### src/rtl/accum_avm_host.sv
// Streams IEEE-754 samples into an Avalon-MM accumulator slave: clear, feed N samples, read back the sum.
// Optional waitrequest watchdog enabled by defining ACCM_TIMEOUT_EN.
module accum_avm_host #(
    parameter int CNT_W       = 8,
    parameter int TIMEOUT_CYC = 255
) (
    input  logic             clk,
    input  logic             reset_n,
    input  logic             start,
    input  logic [CNT_W-1:0] count,
    input  logic [31:0]      s_data,
    input  logic             s_valid,
    output logic             s_ready,
    output logic             avm_address,
    output logic             avm_write,
    output logic             avm_read,
    output logic [31:0]      avm_writedata,
    input  logic [31:0]      avm_readdata,
    input  logic             avm_waitrequest,
    output logic             busy,
    output logic             result_valid,
    output logic [31:0]      result_data,
    output logic             err
);

    typedef enum logic [2:0] {IDLE, CLEAR, FEED, READ, DONE} state_t;

    state_t           state_q;
    logic [CNT_W-1:0] remaining_q;
    logic [CNT_W-1:0] remaining_d;
    logic             avm_write_q;
    logic             avm_read_q;
    logic             avm_address_q;
    logic [31:0]      avm_writedata_q;
    logic             busy_q;
    logic             result_valid_q;
    logic [31:0]      result_data_q;
    logic             accept;
    logic             xferDone;

    // A new sample may only be taken once the previous write has left the bus.
    assign s_ready  = (state_q == FEED) && (!avm_write_q || !avm_waitrequest) && (remaining_q != '0);
    assign accept   = s_valid && s_ready;
    assign xferDone = (avm_write_q || avm_read_q) && !avm_waitrequest;

    always_comb begin
        remaining_d = remaining_q;
        if (remaining_q != '0)
            remaining_d = remaining_q - CNT_W'(1);
    end

`ifdef ACCM_TIMEOUT_EN
    localparam int WD_W = $clog2(TIMEOUT_CYC + 1);

    logic [WD_W-1:0] wd_q;
    logic            stalled;
    logic            timeout;
    logic            err_q;

    assign stalled = (avm_write_q || avm_read_q) && avm_waitrequest;
    assign timeout = stalled && (wd_q == WD_W'(TIMEOUT_CYC - 1));
    assign err     = err_q;

    always_ff @(posedge clk or negedge reset_n) begin
        if (!reset_n)
            wd_q <= '0;
        else if (stalled && !timeout)
            wd_q <= wd_q + WD_W'(1);
        else
            wd_q <= '0;
    end
`else
    assign err = 1'b0;
`endif

    always_ff @(posedge clk or negedge reset_n) begin
        if (!reset_n) begin
            state_q         <= IDLE;
            remaining_q     <= '0;
            avm_write_q     <= 1'b0;
            avm_read_q      <= 1'b0;
            avm_address_q   <= 1'b0;
            avm_writedata_q <= '0;
            busy_q          <= 1'b0;
            result_valid_q  <= 1'b0;
            result_data_q   <= '0;
`ifdef ACCM_TIMEOUT_EN
            err_q           <= 1'b0;
`endif
        end else begin
            result_valid_q <= 1'b0;
`ifdef ACCM_TIMEOUT_EN
            err_q          <= 1'b0;
`endif
            case (state_q)
                IDLE: begin
                    if (start) begin
                        remaining_q     <= count;
                        busy_q          <= 1'b1;
                        avm_write_q     <= 1'b1;
                        avm_address_q   <= 1'b1;
                        avm_writedata_q <= '0;
                        state_q         <= CLEAR;
                    end
                end
                CLEAR: begin
                    if (!avm_waitrequest) begin
                        avm_write_q <= 1'b0;
                        if (remaining_q != '0) begin
                            state_q <= FEED;
                        end else begin
                            avm_read_q <= 1'b1;
                            state_q    <= READ;
                        end
                    end
                end
                FEED: begin
                    if (accept) begin
                        avm_write_q     <= 1'b1;
                        avm_address_q   <= 1'b0;
                        avm_writedata_q <= s_data;
                        remaining_q     <= remaining_d;
                    end else if (xferDone) begin
                        avm_write_q <= 1'b0;
                        if (remaining_q == '0) begin
                            avm_read_q    <= 1'b1;
                            avm_address_q <= 1'b1;
                            state_q       <= READ;
                        end
                    end
                end
                READ: begin
                    if (!avm_waitrequest) begin
                        avm_read_q     <= 1'b0;
                        result_data_q  <= avm_readdata;
                        result_valid_q <= 1'b1;
                        state_q        <= DONE;
                    end
                end
                DONE: begin
                    busy_q  <= 1'b0;
                    state_q <= IDLE;
                end
                default: state_q <= IDLE;
            endcase
`ifdef ACCM_TIMEOUT_EN
            // Watchdog abort overrides whatever the state logic chose this cycle.
            if (timeout) begin
                avm_write_q <= 1'b0;
                avm_read_q  <= 1'b0;
                busy_q      <= 1'b0;
                err_q       <= 1'b1;
                state_q     <= IDLE;
            end
`endif
        end
    end

    assign avm_write     = avm_write_q;
    assign avm_read      = avm_read_q;
    assign avm_address   = avm_address_q;
    assign avm_writedata = avm_writedata_q;
    assign busy          = busy_q;
    assign result_valid  = result_valid_q;
    assign result_data   = result_data_q;

endmodule

### config.mk
export PLATFORM = sky130hd
export DESIGN_NAME = accum_avm_host
export DESIGN_NICKNAME = d
export VERILOG_FILES = /design/src/rtl/accum_avm_host.sv
export SDC_FILE = /design/constraint.sdc
export NUM_CORES = 1
export LEC_CHECK = 0
export ABC_CLOCK_PERIOD_IN_PS = 2850
export BUFFER_PORTS_ARGS = -buffer_cell sky130_fd_sc_hd__buf_2
export CAP_MARGIN = 20
export CORE_ASPECT_RATIO = 1.4
export CORE_UTILIZATION = 47
export DETAILED_ROUTE_END_ITERATION = 7
export PLACE_DENSITY = 0.79
export REMOVE_ABC_BUFFERS = 1
export SLEW_MARGIN = 20
export SYNTH_ARGS = -nofsm -noshare
export SYNTH_HDL_FRONTEND = slang
export SYNTH_SLANG_ARGS = --single-unit
### constraint.sdc
create_clock -name clk -period 2.85 [get_ports clk]
set_input_delay 0.4275 -clock clk [delete_from_list [all_inputs] [get_ports clk]]
set_output_delay 0.4275 -clock clk [all_outputs]
set_load 0.02 [all_outputs]
==> metrics.txt, run 1 <==
# TYPE chip_impl_metric gauge
chip_impl_metric{name="worst-path-max-fanout",unit=""} 6
chip_impl_info{name="clock_tree.root_cell",value="sky130_fd_sc_hd__clkbuf_8"} 1
chip_impl_metric{name="final_max_slew_viol_count",unit=""} 0
chip_impl_metric{name="totalWireLength",unit="mm"} 7.08
chip_impl_metric{name="hold_violations",unit=""} 0
chip_impl_info{name="hold_path.class",value="primary input to asynchronous set/reset pin"} 1
chip_impl_info{name="setup_repair_after_global_routing_missed_its_margin",value="no"} 1
chip_impl_metric{name="postSynth.asyncResetShare",unit=""} 1.00
chip_impl_metric{name="cts_max_level",unit=""} 3
chip_impl_metric{name="clock_power_share",unit=""} 0.169
chip_impl_info{name="worstPathCellList",value="or4_1 -> nor3_1 -> a211oi_1 -> buf_2"} 1
chip_impl_metric{name="route.detailed.vias_per_inst",unit=""} 5.26
chip_impl_metric{name="remaining_drc_errors",unit=""} 0
chip_impl_metric{name="tns",unit="ps"} 0
chip_impl_metric{name="floorplan.initialDensity",unit=""} 0.487
chip_impl_metric{name="timing.max_slew.rel_slack",unit=""} 0.376
chip_impl_metric{name="synth_area",unit="µm²"} 3380
chip_impl_metric{name="cts_repair_resize_count",unit=""} 0
chip_impl_metric{name="max_freq",unit="MHz"} 380
chip_impl_metric{name="floorplan.die_area",unit="µm²"} 7530
chip_impl_info{name="outcome",value="completed"} 1
chip_impl_metric{name="seqPwrFrac",unit=""} 0.383
chip_impl_metric{name="die_h",unit="µm"} 102
chip_impl_metric{name="mapped_cells",unit=""} 255
chip_impl_metric{name="core_area",unit="µm²"} 6940
chip_impl_metric{name="delay_of_the_slowest_cell_on_the_worst_path",unit="ps"} 660
chip_impl_info{name="path_class",value="register to output port"} 1
chip_impl_info{name="tritoncts",value="done"} 1
chip_impl_metric{name="fillerInstances",unit=""} 581
chip_impl_metric{name="core.rowCount",unit=""} 36
chip_impl_metric{name="area_delta_synth_final",unit="%"} 28.8
chip_impl_metric{name="number_of_antenna_violations_at_the_first_check_in_global_routing",unit=""} 0
chip_impl_info{name="gr-max-usage-layer",value="met2"} 1
chip_impl_metric{name="cap_violations",unit=""} 0
chip_impl_metric{name="num_vias",unit=""} 2611
chip_impl_info{name="timing.critical_path.max_delay_family",value="simple AND/OR/NAND/NOR gates"} 1
chip_impl_metric{name="worstMarginPinSlew",unit="ps"} 936
chip_impl_metric{name="min_period",unit="ps"} 2630
chip_impl_metric{name="yosys_register_bits",unit=""} 80
chip_impl_metric{name="final_weighted_congestion_of_routability_driven_global_placement",unit=""} 0.804
chip_impl_metric{name="post_drt_wl_per_cell",unit="µm"} 14.3
chip_impl_metric{name="hold_slack",unit="ps"} 222
chip_impl_metric{name="post_synth_num_cell_types",unit=""} 47
chip_impl_info{name="worst_setup_path_end_kind",value="output port"} 1
chip_impl_metric{name="placed_cell_area",unit="µm²"} 4130
chip_impl_metric{name="cts.path.max_buffers",unit=""} 2
chip_impl_metric{name="synth.avg_cell_area",unit="µm²"} 13.2
chip_impl_metric{name="globalRouteMet2Util",unit=""} 0.321
chip_impl_metric{name="final.period_utilization",unit=""} 0.924
chip_impl_metric{name="cts-buffers-inserted",unit=""} 9
chip_impl_metric{name="synth_sequential_area_ratio",unit=""} 0.593
chip_impl_metric{name="synth-warning-count",unit=""} 0
chip_impl_metric{name="grt_use_met1",unit=""} 0.236
chip_impl_metric{name="finalSetupViolations",unit=""} 0
chip_impl_metric{name="synth_edf_count",unit=""} 0
chip_impl_metric{name="sw_frac_of_total",unit=""} 0.402
chip_impl_metric{name="required_time_reported_for_the_critical_path_endpoint",unit="ps"} 2420
chip_impl_metric{name="hpwlAfterDp",unit="mm"} 5.05
chip_impl_metric{name="drt_pass1_iterations",unit=""} 4
chip_impl_metric{name="route.antenna.remaining_nets",unit=""} 0
chip_impl_metric{name="globalRouteOverflowTotal",unit=""} 0
chip_impl_info{name="synthFlopType",value="sky130_fd_sc_hd__dfrtp_1"} 1
chip_impl_metric{name="cts_sinks",unit=""} 80
chip_impl_metric{name="power.internal",unit="W"} 0.00320
chip_impl_metric{name="timing.critical_path.buf_inv",unit=""} 1
chip_impl_info{name="critical_path.slowest_cell",value="sky130_fd_sc_hd__or4_1"} 1
chip_impl_metric{name="antenna_cells",unit=""} 0
chip_impl_info{name="cp-start-kind",value="register"} 1
chip_impl_metric{name="drtIter0Drc",unit=""} 85
chip_impl_metric{name="power.net_switching",unit="W"} 0.00215
chip_impl_metric{name="worst_clock_skew",unit="ps"} 15.3
chip_impl_metric{name="p_per_area",unit="nW/µm²"} 1230
chip_impl_metric{name="arrival",unit="ps"} 2210
chip_impl_metric{name="clock_transition_at_the_registers_of_the_reported_paths",unit="ps"} 80
chip_impl_metric{name="gr-usage-met3",unit=""} 0.0542
chip_impl_metric{name="maximum_vdd_drop",unit="mV"} 0.574
chip_impl_metric{name="layout-drive-gt1-share",unit=""} 0.516
chip_impl_metric{name="grt_pass1_vias",unit=""} 2430
chip_impl_metric{name="logic_gate_share_of_total_power",unit=""} 0.448
chip_impl_metric{name="first_pass_grt_wire_length",unit="mm"} 11.0
chip_impl_metric{name="io-pin-count",unit=""} 148
chip_impl_metric{name="postLayoutCellArea",unit="µm²"} 4350
chip_impl_metric{name="grt_max_degree",unit=""} 81
chip_impl_metric{name="leakagePower",unit="nW"} 2.20
chip_impl_metric{name="die_x",unit="µm"} 73.6
chip_impl_metric{name="worst-r2r-setup-slack",unit="ps"} 460
chip_impl_metric{name="io_buffer_count",unit=""} 146
chip_impl_metric{name="track_usage",unit=""} 0.195
chip_impl_metric{name="cts_hold_repair.buffers",unit=""} 0
chip_impl_metric{name="postCtsSetupRepairBufs",unit=""} 0
chip_impl_metric{name="clock_insertion_delay_worst_skew",unit="ps"} 350
chip_impl_metric{name="num-nets-final",unit=""} 475
==> power groups by stage <==
stage          Clock (W)  Combinational (W)  Sequential (W)
2_1_floorplan          0            0.00100         0.00262
6_report        0.000907            0.00240         0.00205
4_1_cts         0.000933            0.00243         0.00205
5_1_grt         0.000991            0.00260         0.00213
3_3_place_gp           0            0.00237         0.00204
3_5_place_dp           0            0.00243         0.00206
==> through the flow <==
step / setup slack (ps) / util / instances / total power [W]
floorplan: 357 / - / 235 / 0.00362
global placement: 357 / 0.595 / 480 / 0.00441
detailed placement: 291 / 0.595 / 480 / 0.00449
CTS: 209 / 0.627 / 496 / 0.00541
global route: 69.2 / 0.627 / 496 / 0.00573
finish: 216 / 0.627 / 496 / 0.00536
==> cell type report <==
class,instances,area [µm²],area share
well taps,95,119,0.0273
repair buffers,150,763,0.176
clock buffers,11,141,0.0325
flip-flops and latches,80,2000,0.460
inverters,6,22.5,0.00518
multi-input cells,149,1220,0.281
clock inverters,5,80.1,0.0184
==> final timing paths <==
check / start / endpoint / depth (start not counted)
max in group asynchronous: reset_n / avm_writedata[8]$_DFFE_PN0P_ / 1
max: remaining_q[4]$_DFFE_PN0P_ / s_ready / 4
max reg2reg: remaining_q[4]$_DFFE_PN0P_ / remaining_q[7]$_DFFE_PN0P_ / 4
min reg2reg: avm_writedata[30]$_DFFE_PN0P_ / avm_writedata[30]$_DFFE_PN0P_ / 1
min in group clk: s_data[9] / avm_writedata[9]$_DFFE_PN0P_ / 2
min: reset_n / avm_write$_DFFE_PN0P_ / 1
==> cell usage in the layout, fill, tap and decap left out, types with 2 or more instances in the layout <==
cell type | netlist | routed
sky130_fd_sc_hd__o22ai_1 | 3 | 3
sky130_fd_sc_hd__o21ai_0 | 5 | 5
sky130_fd_sc_hd__o21bai_1 | 3 | 3
sky130_fd_sc_hd__o311ai_0 | 2 | 2
sky130_fd_sc_hd__a22oi_1 | 2 | 2
sky130_fd_sc_hd__clkinvlp_4 | 0 | 2
sky130_fd_sc_hd__ha_1 | 2 | 2
sky130_fd_sc_hd__nor3b_1 | 2 | 2
sky130_fd_sc_hd__inv_1 | 6 | 6
sky130_fd_sc_hd__o221a_2 | 2 | 2
sky130_fd_sc_hd__nor2b_1 | 2 | 2
sky130_fd_sc_hd__clkbuf_8 | 0 | 10
sky130_fd_sc_hd__buf_2 | 5 | 145
sky130_fd_sc_hd__nor2_1 | 13 | 13
sky130_fd_sc_hd__buf_4 | 2 | 5
sky130_fd_sc_hd__a22o_1 | 31 | 31
sky130_fd_sc_hd__mux2_2 | 32 | 32
sky130_fd_sc_hd__a21oi_1 | 8 | 8
sky130_fd_sc_hd__a2bb2oi_1 | 2 | 2
sky130_fd_sc_hd__a211oi_1 | 3 | 3
sky130_fd_sc_hd__o221ai_1 | 2 | 2
sky130_fd_sc_hd__a22o_2 | 2 | 2
sky130_fd_sc_hd__a31oi_1 | 4 | 4
sky130_fd_sc_hd__nor3_1 | 3 | 3
sky130_fd_sc_hd__dfrtp_1 | 80 | 80
sky130_fd_sc_hd__bufinv_16 | 0 | 2
sky130_fd_sc_hd__and2_1 | 3 | 3
sky130_fd_sc_hd__nor4_1 | 2 | 2
==> state kept, by name (all words and copies together) (netlist names) <==
signal,cells
avm_write,1
busy,1
state_q,3
avm_address,1
result_data,32
avm_writedata,32
remaining_q,8
result_valid,1
avm_read,1
==> cells by family after synthesis <==
family / count (synthesis) / share of synthesized area
adders and majority gates: 2 / 0.00741
xor gates and xnor gates: 1 / 0.00259
muxes: 32 / 0.107
other: 1 / 0.00111
buffers and inverters: 26 / 0.0463
DFF: 80 / 0.593
and+or+nand+nor: 35 / 0.0619
AOI/OAI and AO/OA: 78 / 0.181
==> synthesized netlist by cell type (all sizes together) (2+ instances only) <==
library cell,n,share of area
nor3b,2,0.0044
buf,13,0.032
nor2b,2,0.0037
a22o,33,0.086
clkbuf,7,0.0078
a211oi,3,0.0067
dfrtp,80,0.59
o21ai,6,0.0089
inv,6,0.0067
o21bai,3,0.0067
nor3,3,0.0044
and2,3,0.0056
o221ai,2,0.0052
a31oi,4,0.0074
a22oi,2,0.0044
o22ai,3,0.0056
o221a,2,0.0067
o311ai,2,0.0052
ha,2,0.0074
a21oi,8,0.012
mux2,32,0.11
or3,2,0.0052
nor2,13,0.014
a2bb2oi,2,0.0052
and3,2,0.0037
nor4,2,0.0037
==> per-layer routing <==
metal,part of all wire,up-vias
met5,0,-
met4,0.019,0
met3,0.071,13
met2,0.50,120
met1,0.41,1247
li1,-,1231
No activity file was read; power rests on OpenSTA's default activity.
==> run 2: changes to the inputs <==
CORE_ASPECT_RATIO = 1.1   (was 1.4)
CORE_UTILIZATION = 35   (was 47)
CTS_BUF_LIST = sky130_fd_sc_hd__clkbuf_16   (was default)
PLACE_DENSITY = default   (was 0.79)
==> metrics.txt, run 2 (synthesis gave the netlist of run 1 again) <==
# TYPE chip_impl_metric gauge
chip_impl_metric{name="grt_pass1_vias",unit=""} 2414
chip_impl_metric{name="grt_max_degree",unit=""} 81
chip_impl_metric{name="power.net_switching",unit="W"} 0.00221
chip_impl_info{name="hold_path.class",value="primary input to asynchronous set/reset pin"} 1
chip_impl_metric{name="timing.max_slew.rel_slack",unit=""} 0.521
chip_impl_metric{name="tns",unit="ps"} 0
chip_impl_metric{name="track_usage",unit=""} 0.158
chip_impl_metric{name="maximum_vdd_drop",unit="mV"} 0.477
chip_impl_metric{name="hold_violations",unit=""} 0
chip_impl_metric{name="floorplan.initialDensity",unit=""} 0.361
chip_impl_metric{name="seqPwrFrac",unit=""} 0.359
chip_impl_metric{name="cap_violations",unit=""} 0
chip_impl_metric{name="drtIter0Drc",unit=""} 150
chip_impl_metric{name="num_vias",unit=""} 2641
chip_impl_metric{name="cts_sinks",unit=""} 80
chip_impl_metric{name="max_freq",unit="MHz"} 384
chip_impl_metric{name="io_buffer_count",unit=""} 146
chip_impl_metric{name="postCtsSetupRepairBufs",unit=""} 0
chip_impl_info{name="setup_repair_after_global_routing_missed_its_margin",value="no"} 1
chip_impl_metric{name="route.detailed.vias_per_inst",unit=""} 5.09
chip_impl_metric{name="finalSetupViolations",unit=""} 0
chip_impl_metric{name="clock_power_share",unit=""} 0.210
chip_impl_metric{name="route.antenna.remaining_nets",unit=""} 0
chip_impl_metric{name="cts_repair_resize_count",unit=""} 0
chip_impl_metric{name="post_drt_wl_per_cell",unit="µm"} 15.0
chip_impl_metric{name="remaining_drc_errors",unit=""} 0
chip_impl_metric{name="core.rowCount",unit=""} 37
chip_impl_metric{name="num-nets-final",unit=""} 476
chip_impl_metric{name="final_weighted_congestion_of_routability_driven_global_placement",unit=""} 0.818
chip_impl_metric{name="leakagePower",unit="nW"} 2.27
chip_impl_metric{name="cts_max_level",unit=""} 3
chip_impl_metric{name="cts.path.max_buffers",unit=""} 2
chip_impl_metric{name="layout-drive-gt1-share",unit=""} 0.512
chip_impl_info{name="path_class",value="register to output port"} 1
chip_impl_info{name="cp-start-kind",value="register"} 1
chip_impl_metric{name="die_h",unit="µm"} 105
chip_impl_metric{name="die_x",unit="µm"} 95.7
chip_impl_metric{name="number_of_antenna_violations_at_the_first_check_in_global_routing",unit=""} 1
chip_impl_metric{name="area_delta_synth_final",unit="%"} 32.9
chip_impl_metric{name="totalWireLength",unit="mm"} 7.80
chip_impl_metric{name="globalRouteOverflowTotal",unit=""} 0
chip_impl_metric{name="worst-path-max-fanout",unit=""} 6
chip_impl_metric{name="clock_transition_at_the_registers_of_the_reported_paths",unit="ps"} 60
chip_impl_metric{name="totalPowerFinal",unit="W"} 0.00569
chip_impl_metric{name="worst_clock_skew",unit="ps"} 5.43
chip_impl_metric{name="final.period_utilization",unit=""} 0.915
chip_impl_metric{name="io-pin-count",unit=""} 148
chip_impl_metric{name="power.internal",unit="W"} 0.00348
chip_impl_info{name="tritoncts",value="done"} 1
chip_impl_info{name="outcome",value="completed"} 1
chip_impl_metric{name="cts_hold_repair.buffers",unit=""} 0
chip_impl_metric{name="logic_gate_share_of_total_power",unit=""} 0.431
chip_impl_metric{name="post-route-worst-setup-slack",unit="ps"} 243
chip_impl_metric{name="arrival",unit="ps"} 2180
chip_impl_metric{name="core_area",unit="µm²"} 9350
chip_impl_metric{name="p_per_area",unit="nW/µm²"} 1270
chip_impl_metric{name="drt_pass1_iterations",unit=""} 4
chip_impl_metric{name="floorplan.die_area",unit="µm²"} 10000
chip_impl_metric{name="final_max_slew_viol_count",unit=""} 0
chip_impl_info{name="worst_setup_path_end_kind",value="output port"} 1
chip_impl_metric{name="first_pass_grt_wire_length",unit="mm"} 12.3
chip_impl_info{name="final_cell_mix",value="sky130_fd_sc_hd__buf_2, sky130_fd_sc_hd__dfrtp_1, sky130_fd_sc_hd__mux2_2"} 1
chip_impl_metric{name="hpwlAfterDp",unit="mm"} 5.47
chip_impl_metric{name="worstMarginPinSlew",unit="ps"} 718
chip_impl_metric{name="min_period",unit="ps"} 2610
chip_impl_metric{name="place_worst_setup_slack",unit="ps"} 538
chip_impl_metric{name="cts-buffers-inserted",unit=""} 9
chip_impl_info{name="layout.cells.most_common",value="sky130_fd_sc_hd__buf_2"} 1
chip_impl_info{name="clock_tree.root_cell",value="sky130_fd_sc_hd__clkbuf_16"} 1
chip_impl_metric{name="sw_frac_of_total",unit=""} 0.389
chip_impl_metric{name="clock_insertion_delay_worst_skew",unit="ps"} 320
chip_impl_metric{name="antenna_cells",unit=""} 0
chip_impl_metric{name="required_time_reported_for_the_critical_path_endpoint",unit="ps"} 2420
==> run 2: stage by stage <==
| stage | cells | hold WS, ps | util | area, µm² |
|---|---|---|---|---|
| 2_1_floorplan | 235 | 132 | - | 3240 |
| 3_3_place_gp | 503 | 484 | 0.446 | 4170 |
| 3_5_place_dp | 503 | 487 | 0.446 | 4170 |
| 4_1_cts | 519 | 308 | 0.480 | 4480 |
| 5_1_grt | 519 | 196 | 0.480 | 4490 |
| 6_report | 519 | 139 | 0.480 | 4490 |
==> run 2: worst max-delay path, cell delays in order (launching register included) <==
cell and delay, ps:
sky130_fd_sc_hd__dfrtp_1 420, sky130_fd_sc_hd__or4_1 650, sky130_fd_sc_hd__nor3_1 390, sky130_fd_sc_hd__buf_4 190, sky130_fd_sc_hd__a211oi_1 40, sky130_fd_sc_hd__buf_2 170
==> run 2: cell type report <==
cell class,count,area [µm²]
Sequential cell,80,2000
Clock buffer,9,225
Tap cell,117,146
Timing Repair Buffer,151,787
Clock inverter,7,86.3
Fill cell,875,4860
Inverter,6,22.5
Multi-Input combinational cell,149,1220
==> run 2: worst paths after layout <==
path	to	cells past startpoint	slack, ps	start
max	s_ready	5	240	remaining_q[4]$_DFFE_PN0P_
min	result_data[18]$_DFFE_PN0P_	1	140	reset_n
max reg2reg	remaining_q[6]$_DFFE_PN0P_	5	530	remaining_q[4]$_DFFE_PN0P_
min reg2reg	result_data[0]$_DFFE_PN0P_	1	500	result_data[0]$_DFFE_PN0P_
max in group asynchronous	avm_writedata[25]$_DFFE_PN0P_	1	2220	reset_n
min in group clk	avm_writedata[1]$_DFFE_PN0P_	2	320	s_data[1]
==> run 2: routing by layer <==
layer | GRT usage | part of all wire | vias up
met5 | 0 | 0.0013 | -
met2 | 0.239 | 0.45 | 130
met1 | 0.208 | 0.43 | 1258
met3 | 0.0517 | 0.11 | 12
met4 | 0.0618 | 0.014 | 2
li1 | - | - | 1239
==> run 2: power by group through the flow <==
stage	clock network, W	registers [W]	logic (W)
floorplan	0	0.00262	0.00100
global placement	0	0.00205	0.00245
detailed placement	0	0.00205	0.00249
CTS	0.00124	0.00205	0.00248
global route	0.00129	0.00213	0.00266
finish	0.00120	0.00204	0.00246
==> run 3: changes to the inputs <==
ABC_AREA = 1   (was default)
CORE_UTILIZATION = 40   (was 35)
GPL_TIMING_DRIVEN = 0   (was default)
PLACE_DENSITY = 0.67   (was default)
==> metrics.txt, run 3 <==
# TYPE chip_impl_metric gauge
chip_impl_info{name="outcome",value="completed"} 1
chip_impl_metric{name="area_of_the_multi_input_gates",unit="µm²"} 1610
chip_impl_metric{name="synth-warning-count",unit=""} 0
chip_impl_info{name="critical_path.slowest_cell",value="sky130_fd_sc_hd__dfrtp_1"} 1
chip_impl_metric{name="worstMarginPinSlew",unit="ps"} 666
chip_impl_metric{name="route.detailed.vias_per_inst",unit=""} 4.70
chip_impl_metric{name="yosys.area.top_type_share",unit=""} 0.518
chip_impl_info{name="clock_tree.root_cell",value="sky130_fd_sc_hd__clkbuf_16"} 1
chip_impl_metric{name="mapped_cells",unit=""} 476
chip_impl_metric{name="fillerInstances",unit=""} 881
chip_impl_metric{name="totalWireLength",unit="mm"} 9.06
chip_impl_metric{name="yosys_register_bits",unit=""} 80
chip_impl_metric{name="synth.avg_cell_area",unit="µm²"} 8.12
chip_impl_metric{name="post_drt_wl_per_cell",unit="µm"} 12.4
chip_impl_metric{name="synth_sequential_area_ratio",unit=""} 0.518
chip_impl_metric{name="placed_cell_area",unit="µm²"} 4620
chip_impl_metric{name="worst_clock_skew",unit="ps"} 6.05
chip_impl_metric{name="layout.area.seq",unit="µm²"} 2000
chip_impl_info{name="setup_repair_after_global_routing_missed_its_margin",value="no"} 1
chip_impl_metric{name="final_max_slew_viol_count",unit=""} 0
chip_impl_metric{name="worst-path-max-fanout",unit=""} 41
chip_impl_metric{name="die_h",unit="µm"} 105
chip_impl_info{name="worst_setup_path_end_kind",value="register"} 1
chip_impl_metric{name="floorplan.initialDensity",unit=""} 0.413
chip_impl_metric{name="post_synth_num_cell_types",unit=""} 26
chip_impl_metric{name="cap_violations",unit=""} 0
chip_impl_metric{name="clock_transition_at_the_registers_of_the_reported_paths",unit="ps"} 60
chip_impl_metric{name="hpwlAfterDp",unit="mm"} 6.14
chip_impl_metric{name="postLayoutCellArea",unit="µm²"} 4930
chip_impl_metric{name="cts.path.max_buffers",unit=""} 2
chip_impl_metric{name="synth_edf_count",unit=""} 0
chip_impl_metric{name="num_vias",unit=""} 3444
chip_impl_info{name="cp-start-kind",value="register"} 1
chip_impl_metric{name="drt_pass1_iterations",unit=""} 4
chip_impl_metric{name="postSynth.asyncResetShare",unit=""} 1.00
chip_impl_metric{name="remaining_drc_errors",unit=""} 0
chip_impl_metric{name="synth_area",unit="µm²"} 3870
chip_impl_metric{name="drtIter0Drc",unit=""} 133
chip_impl_info{name="tritoncts",value="done"} 1
chip_impl_info{name="synthFlopType",value="sky130_fd_sc_hd__dfrtp_1"} 1
chip_impl_metric{name="core.rowCount",unit=""} 37
chip_impl_metric{name="cts_max_level",unit=""} 3
chip_impl_metric{name="core_area",unit="µm²"} 9350
chip_impl_metric{name="final_weighted_congestion_of_routability_driven_global_placement",unit=""} 0.825
chip_impl_metric{name="cts_hold_repair.buffers",unit=""} 0
chip_impl_metric{name="min_period",unit="ps"} 2290
chip_impl_metric{name="grt_pass1_vias",unit=""} 3387
chip_impl_metric{name="final.period_utilization",unit=""} 0.803
chip_impl_metric{name="cts_repair_resize_count",unit=""} 0
chip_impl_metric{name="num-nets-final",unit=""} 690
chip_impl_metric{name="postCtsSetupRepairBufs",unit=""} 0
chip_impl_metric{name="floorplan.die_area",unit="µm²"} 10100
chip_impl_metric{name="clock_insertion_delay_worst_skew",unit="ps"} 340
chip_impl_metric{name="totalPowerFinal",unit="W"} 0.00558
chip_impl_metric{name="tns",unit="ps"} 0
chip_impl_metric{name="finalSetupViolations",unit=""} 0
chip_impl_info{name="worstPathCellList",value="inv_1 -> nand3_2 -> nor2_1 -> nand3_2 -> nand2_4 -> nand2_4 -> nand2_1 -> nand2_1"} 1
chip_impl_metric{name="cts-buffers-inserted",unit=""} 9
chip_impl_info{name="path_class",value="register to register"} 1
chip_impl_metric{name="die_x",unit="µm"} 95.7
chip_impl_metric{name="final_core_util",unit=""} 0.527
chip_impl_metric{name="post_layout_nonfiller_instances",unit=""} 733
chip_impl_metric{name="placed_cells",unit=""} 717
chip_impl_metric{name="cts_sinks",unit=""} 80
chip_impl_metric{name="delay_of_the_slowest_cell_on_the_worst_path",unit="ps"} 440
chip_impl_metric{name="hold_violations",unit=""} 0
chip_impl_metric{name="layout-drive-gt1-share",unit=""} 0.330
chip_impl_metric{name="required_time_reported_for_the_critical_path_endpoint",unit="ps"} 3070
chip_impl_metric{name="timing.max_slew.rel_slack",unit=""} 0.556
chip_impl_metric{name="io_buffer_count",unit=""} 146
chip_impl_info{name="hold_path.class",value="primary input to asynchronous set/reset pin"} 1
chip_impl_metric{name="p_per_area",unit="nW/µm²"} 1130
chip_impl_metric{name="maximum_vdd_drop",unit="mV"} 0.504
chip_impl_info{name="yosys.cell_count.top_type",value="sky130_fd_sc_hd__nand2_1"} 1
chip_impl_metric{name="route.antenna.remaining_nets",unit=""} 0
chip_impl_info{name="synth_commonest_cells",value="sky130_fd_sc_hd__nand2_1, sky130_fd_sc_hd__dfrtp_1, sky130_fd_sc_hd__nand3b_1"} 1
chip_impl_info{name="synth_area_leader",value="sky130_fd_sc_hd__dfrtp_1"} 1
chip_impl_info{name="final_cell_mix",value="sky130_fd_sc_hd__nand2_1, sky130_fd_sc_hd__buf_2, sky130_fd_sc_hd__dfrtp_1"} 1
chip_impl_metric{name="area_delta_synth_final",unit="%"} 27.4
chip_impl_metric{name="number_of_antenna_violations_at_the_first_check_in_global_routing",unit=""} 0
chip_impl_info{name="synth_area_leaders",value="sky130_fd_sc_hd__dfrtp_1, sky130_fd_sc_hd__nand2_1, sky130_fd_sc_hd__nand3b_1"} 1
chip_impl_metric{name="arrival",unit="ps"} 2510
chip_impl_metric{name="track_usage",unit=""} 0.193
chip_impl_metric{name="grt_max_degree",unit=""} 50
chip_impl_metric{name="io-pin-count",unit=""} 148
chip_impl_metric{name="antenna_cells",unit=""} 0
chip_impl_metric{name="leakagePower",unit="nW"} 2.86
chip_impl_metric{name="first_pass_grt_wire_length",unit="mm"} 15.1
chip_impl_metric{name="max_freq",unit="MHz"} 437
chip_impl_metric{name="globalRouteOverflowTotal",unit=""} 0
chip_impl_info{name="layout.cells.most_common",value="sky130_fd_sc_hd__nand2_1"} 1
[run 3: cell types whose count changed after synthesis, sizes merged, moves of 16 or more]
cell / previous run / this run
nand3b: 0 / 32
nand3: 1 / 18
inv: 6 / 22
nand2: 1 / 253
a22o: 33 / 0
mux2: 32 / 0
[run 3: logic make-up (layout without fill, tap and decap cells)]
logic type,Yosys count,after routing,synth area share
AOI/OAI and AO/OA,17,17,0.0227
adders and majority gates,2,2,0.00647
buffers and inverters,47,187,0.0686
DFF,80,80,0.518
other,1,1,0.000970
and+or+nand+nor,329,329,0.383
[run 3: layout make-up]
cell class | instances | share of cell area
Sequential cell | 80 | 0.406
Multi-Input combinational cell | 349 | 0.327
Timing Repair Buffer | 148 | 0.158
Clock buffer | 9 | 0.0457
Tap cell | 117 | 0.0297
Inverter | 23 | 0.0185
Clock inverter | 7 | 0.0145
[run 3: path summary, 6_finish.rpt]
kind | start | to | slack (ps) | cells after the start
worst min-delay path | reset_n | avm_writedata[4]$_DFFE_PN0P_ | 130 | 1
min in group clk | avm_readdata[17] | result_data[17]$_DFFE_PN0P_ | 280 | 3
worst min register to register | avm_writedata[25]$_DFFE_PN0P_ | avm_writedata[25]$_DFFE_PN0P_ | 460 | 2
worst max register to register | state_q[2]$_DFFE_PN0P_ | avm_writedata[17]$_DFFE_PN0P_ | 560 | 8
worst max-delay path | state_q[2]$_DFFE_PN0P_ | avm_writedata[17]$_DFFE_PN0P_ | 560 | 8
max in group asynchronous | reset_n | avm_writedata[5]$_DFFE_PN0P_ | 2120 | 2
[run 3: critical path: cells and delay by family (launching register included)]
kind | cells | cell delay, ps
simple gates | 7 | 1590
flops | 1 | 440
buf+inv | 1 | 120
[run 3: metrics by stage]
| step | hold slack [ps] | setup slack [ps] |
|---|---|---|
| 6_report | 130 | 562 |
| 5_1_grt | 179 | 297 |
| 4_1_cts | 144 | 260 |
| 3_5_place_dp | 453 | 276 |
| 3_3_place_gp | 447 | -531 |
| 2_1_floorplan | 132 | 549 |
[run 3: where the power goes]
| group | total, W | internal (W) | switching, W |
|---|---|---|---|
| Sequential | 0.00184 | 0.00157 | 0.000267 |
| Combinational | 0.00260 | 0.000829 | 0.00177 |
| Clock | 0.00114 | 0.000678 | 0.000462 |
| Total | 0.00558 | 0.00308 | 0.00250 |
[run 3: routing by layer]
layer / track usage / wire, µm
met5: 0 / 0
met3: 0.0582 / 752
met4: 0.0810 / 164
met2: 0.314 / 4100
met1: 0.233 / 4050
